File: src/rtl/riscv_pipe_pkg.sv
// Shared types for the EX/MEM elastic pipeline registers.
package riscv_pipe_pkg;

    localparam int XLEN = 64;
    localparam int ILEN = 32;

    // Instruction metadata that travels alongside the generic payload
    typedef struct packed {
        logic [XLEN-1:0] pc;
        logic [ILEN-1:0] inst;
        logic [4:0]      rd_addr;
    } pipe_beat_t;

    // Slot state encoded as {skid_v, main_v}; 2'b10 is the illegal combination
    typedef enum logic [1:0] {
        SLOT_EMPTY = 2'b00,
        SLOT_ONE   = 2'b01,
        SLOT_FULL  = 2'b11
    } slot_state_t;

    // Number of beats held by a slot in a given state
    function automatic logic [1:0] slot_count(input slot_state_t s);
        case (s)
            SLOT_ONE:  slot_count = 2'd1;
            SLOT_FULL: slot_count = 2'd2;
            default:   slot_count = 2'd0;
        endcase
    endfunction

endpackage

File: src/rtl/riscv_skid_slot.sv
// One 2-entry skid slot: a main register that drives the output and a skid
// register that absorbs the beat arriving in the cycle the downstream stalls.
// in_ready comes straight from a flop, so no ready chain crosses the slot.
module riscv_skid_slot
    import riscv_pipe_pkg::*;
#(
    parameter int DATA_W = 64
) (
    input  logic              clk,
    input  logic              rst,
    input  logic              flush,
    input  logic              in_valid,
    output logic              in_ready,
    input  pipe_beat_t        in_beat,
    input  logic [DATA_W-1:0] in_data,
    output logic              out_valid,
    input  logic              out_ready,
    output pipe_beat_t        out_beat,
    output logic [DATA_W-1:0] out_data,
    output logic [1:0]        count
);

    logic              main_v, skid_v;
    pipe_beat_t        main_beat, skid_beat;
    logic [DATA_W-1:0] main_data, skid_data;
    logic              push, pop;
    slot_state_t       state;

    // flush wins over push so a beat offered during flush is dropped
    assign push      = in_valid & in_ready & ~flush;
    assign pop       = main_v & out_ready;
    assign in_ready  = ~skid_v;
    assign out_valid = main_v;
    assign out_beat  = main_beat;
    assign out_data  = main_data;
    assign state     = slot_state_t'({skid_v, main_v});
    assign count     = slot_count(state);

    // Control state: EMPTY -> ONE -> FULL and back; flush clears everything
    always_ff @(posedge clk or posedge rst) begin
        if (rst) begin
            main_v <= 1'b0;
            skid_v <= 1'b0;
        end else if (flush) begin
            main_v <= 1'b0;
            skid_v <= 1'b0;
        end else if (!main_v) begin
            main_v <= push;
        end else if (!skid_v) begin
            if (push && !pop) skid_v <= 1'b1;
            if (!push && pop) main_v <= 1'b0;
        end else if (pop) begin
            skid_v <= 1'b0;
        end
    end

    // Payload registers carry no reset; skid always refills main before newer beats
    always_ff @(posedge clk) begin
        if (push && (!main_v || pop)) begin
            main_beat <= in_beat;
            main_data <= in_data;
        end else if (skid_v && pop) begin
            main_beat <= skid_beat;
            main_data <= skid_data;
        end
        if (push && main_v && !pop) begin
            skid_beat <= in_beat;
            skid_data <= in_data;
        end
    end

    // A skid entry without a main entry would break FIFO order
    a_no_orphan_skid: assert property (@(posedge clk) disable iff (rst)
        !(skid_v && !main_v));

endmodule

File: src/rtl/riscv_pipe_skid_stage.sv
// Chain of STAGES skid slots between EXn/MEM: STAGES-cycle latency, full
// throughput, registered ready, synchronous flush and occupancy count.
module riscv_pipe_skid_stage
    import riscv_pipe_pkg::*;
#(
    parameter int DATA_W = 64,
    parameter int STAGES = 1,
    parameter int CNT_W  = $clog2(2*STAGES+1)
) (
    input  logic              clk,
    input  logic              rst,
    input  logic              flush,
    input  logic              in_valid,
    output logic              in_ready,
    input  logic [XLEN-1:0]   in_pc,
    input  logic [ILEN-1:0]   in_inst,
    input  logic [4:0]        in_rd_addr,
    input  logic [DATA_W-1:0] in_data,
    output logic              out_valid,
    input  logic              out_ready,
    output logic [XLEN-1:0]   out_pc,
    output logic [ILEN-1:0]   out_inst,
    output logic [4:0]        out_rd_addr,
    output logic [DATA_W-1:0] out_data,
    output logic [CNT_W-1:0]  occupancy
);

    // Link g feeds slot g; link STAGES is the stage output
    pipe_beat_t        beat_l [STAGES+1];
    logic [DATA_W-1:0] data_l [STAGES+1];
    logic              vld_l  [STAGES+1];
    logic              rdy_l  [STAGES+1];
    logic [1:0]        cnt    [STAGES];
    logic              rdy_en;

    // Holds in_ready low through reset and the release cycle
    always_ff @(posedge clk or posedge rst) begin
        if (rst) rdy_en <= 1'b0;
        else     rdy_en <= 1'b1;
    end

    assign beat_l[0]     = '{pc: in_pc, inst: in_inst, rd_addr: in_rd_addr};
    assign data_l[0]     = in_data;
    assign vld_l[0]      = in_valid & rdy_en;
    assign in_ready      = rdy_en & rdy_l[0];
    assign rdy_l[STAGES] = out_ready;

    assign out_valid   = vld_l[STAGES];
    assign out_pc      = beat_l[STAGES].pc;
    assign out_inst    = beat_l[STAGES].inst;
    assign out_rd_addr = beat_l[STAGES].rd_addr;
    assign out_data    = data_l[STAGES];

    for (genvar g = 0; g < STAGES; g++) begin : g_slot
        riscv_skid_slot #(.DATA_W(DATA_W)) u_slot (
            .clk       (clk),
            .rst       (rst),
            .flush     (flush),
            .in_valid  (vld_l[g]),
            .in_ready  (rdy_l[g]),
            .in_beat   (beat_l[g]),
            .in_data   (data_l[g]),
            .out_valid (vld_l[g+1]),
            .out_ready (rdy_l[g+1]),
            .out_beat  (beat_l[g+1]),
            .out_data  (data_l[g+1]),
            .count     (cnt[g])
        );
    end

    // Occupancy is a pure sum of slot flops, so it is glitch-free of inputs
    always_comb begin
        occupancy = '0;
        for (int i = 0; i < STAGES; i++) occupancy = occupancy + CNT_W'(cnt[i]);
    end

endmodule

File: config.mk
export PLATFORM = sky130hd
export DESIGN_NAME = riscv_pipe_skid_stage
export DESIGN_NICKNAME = d
export VERILOG_FILES = /design/src/rtl/riscv_pipe_pkg.sv /design/src/rtl/riscv_skid_slot.sv /design/src/rtl/riscv_pipe_skid_stage.sv
export SDC_FILE = /design/constraint.sdc
export NUM_CORES = 1
export LEC_CHECK = 0
export ABC_CLOCK_PERIOD_IN_PS = 38900
export CAP_MARGIN = 20
export CORE_MARGIN = 5
export CORE_UTILIZATION = 52
export DETAILED_ROUTE_END_ITERATION = 16
export PLACE_DENSITY_LB_ADDON = 0.05
export SLEW_MARGIN = 20
export SYNTH_ARGS = -nofsm -noshare
export SYNTH_HDL_FRONTEND = slang
export SYNTH_HIERARCHICAL = 1
export SYNTH_SLANG_ARGS = --single-unit
File: constraint.sdc
create_clock -name clk -period 38.9 [get_ports clk]
set_input_delay 7.78 -clock clk [delete_from_list [all_inputs] [get_ports clk]]
set_output_delay 7.78 -clock clk [all_outputs]
set_load 0.005 [all_outputs]
==> reports/results.txt <==
CP Data Arrival Time -> 11.27 ns
Num rows -> 57
Fraction of layout cells with a size suffix above 1 -> 0.242
Clock Tree Root -> clkbuf_16
DP Worst Slack -> 27.15 ns
Setup CP Type -> input pin to flop
Post-detail-place hpwl -> 17.7 mm
Pwr Density -> 44.9 nW/um^2
WP data required -> 39.02 ns
Top cells by area, synth -> edfxtp_1 77%, mux2_4 18%, buf_12 1.7%, mux2_2 1.3%, dfrtp_1 0.59%
Die Height -> 167 um
Initial DRC Count -> 409
Max Cap Violations -> 0
FFs w/ async S/R, synth -> 0.00901
Yosys reg bits -> 333
RSZ-0062 raised after global routing -> false
RR Endpoint -> g_slot[0].u_slot/skid_beat[93]
Worst-path cell with the longest stage delay -> buf_4
Yosys top cell area share -> 0.774
Post-route ant nets -> 0
Yosys top cell by area -> edfxtp_1
Total GRT Usage -> 0.183
Combinational share of power -> 0.063
CTS buffer count -> 35
Synth Area in Adders -> 0
R2R setup slack -> 35.14 ns
Synth-to-Final Area Change -> 37.0%
Netlist cell types -> 20
Hold_buf cts -> 0
Synth Net Count -> 706
Clk_lat worst skew -> 0.50 ns
Average size of a mapped cell -> 23.9 um^2
DRT Pass-1 Iters -> 4
Reg2Reg Depth -> 5
Synth cell count leaders -> 330 x edfxtp_1, 150 x mux2_4, 15 x mux2_2
Final setup margin -> 27.75 ns
Die width -> 167 um
Status -> completed
Final nets -> 1067
I/O pin cnt -> 339
Final WL -> 26.5 mm
Worst Hold Class -> flop to flop
Clk network pwr share -> 0.426
Leakage power figure -> 6.49 nW
Sw Ratio -> 0.190
Type of origin of the critical path -> input pin
Reg power frac -> 0.511
Placeable Area -> 24300 um^2
Compound-Gate Fraction of Synth Area -> 0.00234
Most common flop cell mapped by yosys -> edfxtp_1
Hold Path Stages -> 1
CP Launch Point -> in_valid
Fill cells -> 1480
End of the critical path -> g_slot[0].u_slot/skid_beat[93]
Peak Freq -> 89.7 MHz
Multiplexer share of the synthesized area -> 0.189
Gates resized, CTS repair -> 0
Max-slew violations -> 0
Psw -> 0.149 mW
Largest family of logic cells by synthesized area -> multiplexers
Crit-path max cell delay -> 0.84 ns
Critical path endpoint category -> flop
Worst-path clk slew -> 0.06 ns
Initial antenna violation count -> 1
Mapped Area -> 12800 um^2
PortBufs -> 338
Critical-path cell list -> clkdlybuf4s50_1 -> and2_1 -> or3b_1 -> nor2_4 -> buf_4 -> buf_4
Crit path max fanout -> 71
Post-Route Setup TNS -> 0 ns
Rel. slew slack -> 0.351
Fin crit share -> 0.287
Final hold vios -> 0
Setup bufs post-CTS -> 0
Peak VDD IR -> 32.3 uV
Post-Synth Simple-Gate Area -> 0.00459
GPL Wtd Cong -> 0.802
Vias/cell -> 5.08
TritonCTS Sinks -> 333
Worst Tran Pin Value -> 0.973 ns
Layout Skew -> 0.0135 ns
Layout Utilization -> 0.722
Synth Area in XOR/XNOR -> 0
H-tree depth -> 2
Die Area -> 27900 um^2
RR Startpoint -> rdy_en
Most frequent cell after synthesis -> edfxtp_1
Minimum clock period -> 11.15 ns
Vias in the first global route -> 6822
Yosys warnings -> 6
EDFF count, synth -> 330
DRC -> 0
Cell Int Power -> 0.639 mW
CTS tree -> done
Initial Utilization -> 0.527
CTS Buffer Depth -> 3
Post-Synthesis Cells -> 536
Gr ovfl total -> 0
Global-route wire length before repair -> 39.7 mm
Register area share after synthesis -> 0.779
Via count -> 6335
Routed wire length per instance -> 21.2 um
Most used cell, CP -> buf_4
Largest net degree at the start of global routing -> 166
Final setup fails -> 0
flip-flops by register name, summed over array words and instances (netlist names):
| name | flops |
|---|---|
| g_slot.u_slot/out_beat | 101 |
| g_slot.u_slot/out_data | 64 |
| g_slot.u_slot/out_valid | 1 |
| g_slot.u_slot/skid_beat | 101 |
| g_slot.u_slot/skid_data | 64 |
| g_slot.u_slot/skid_v | 1 |
| rdy_en | 1 |
cell families (layout without fill, tap and decap cells):
kind of cell / Yosys count / count (layout)
AO/OA/AOI/OAI: 5 / 5
buffers and inverters: 23 / 409
flip-flops: 333 / 333
multiplexers: 165 / 165
other: 1 / 2
AND/OR/NAND/NOR: 9 / 9
cell type report:
type | instances | area (um^2) | share of cell area
well taps | 324 | 405 | 0.0231
inverters | 5 | 18.8 | 0.00107
repair buffers | 342 | 3440 | 0.196
multi-input cells | 180 | 2530 | 0.144
clock inverters | 16 | 181 | 0.0103
diodes | 1 | 2.50 | 0.000143
clock buffers | 46 | 990 | 0.0564
flip-flops and latches | 333 | 9980 | 0.569
worst max-delay path, delay by kind of cell:
family | cells | cell delay [ns]
and+or+nand+nor | 3 | 1.28
buffers and inverters | 3 | 2.10
power groups by stage:
stage	clock [mW]	sequential [mW]	combinational (mW)
3_3_place_gp	0	0.410	0.0490
6_report	0.336	0.403	0.0499
4_1_cts	0.344	0.403	0.0505
5_1_grt	0.361	0.403	0.0528
3_5_place_dp	0	0.410	0.0503
2_1_floorplan	0	0.414	0.0182
placed cells by master, fill, tap and decap left out, drive strengths merged:
cell type / Yosys / final
buf: 18 / 4
clkbuf: 0 / 46
o21ai: 1 / 1
edfxtp: 330 / 330
nor2: 1 / 1
bufinv: 0 / 4
or3b: 1 / 1
inv: 5 / 5
conb: 1 / 1
mux2: 165 / 165
nor2b: 1 / 1
nand2: 2 / 2
and2: 2 / 2
clkinv: 0 / 9
a21boi: 1 / 1
nand2b: 2 / 2
a211oi: 1 / 1
clkdlybuf4s50: 0 / 338
a21oi: 2 / 2
clkinvlp: 0 / 3
diode: 0 / 1
dfrtp: 3 / 3
metrics by stage:
step	area (um^2)	hold slack [ns]	std cells	power, mW
floorplan	12800	0.523	536	0.432
global placement	16400	0.532	1184	0.459
detailed placement	16400	0.534	1184	0.460
CTS	17600	0.542	1246	0.797
global route	17600	0.555	1247	0.816
finish	17600	0.543	1247	0.788
worst min-delay path by stage:
stage,from,to
floorplan,g_slot[0].u_slot/skid_beat[100],g_slot[0].u_slot/out_beat[100]
global placement,g_slot[0].u_slot/skid_data[48],g_slot[0].u_slot/out_data[48]
detailed placement,g_slot[0].u_slot/skid_beat[4],g_slot[0].u_slot/out_beat[4]
CTS,g_slot[0].u_slot/skid_beat[59],g_slot[0].u_slot/out_beat[59]
global route,g_slot[0].u_slot/skid_data[28],g_slot[0].u_slot/out_data[28]
finish,g_slot[0].u_slot/skid_beat[59],g_slot[0].u_slot/out_beat[59]
layer usage:
layer | track usage | up-vias | share of wire
li1 | - | 2862 | -
met1 | 0.220 | 3169 | 0.38
met2 | 0.307 | 256 | 0.49
met3 | 0.0713 | 48 | 0.096
met4 | 0.0583 | 0 | 0.027
met5 | 0 | - | 0
(Power assumes the default switching activity.)
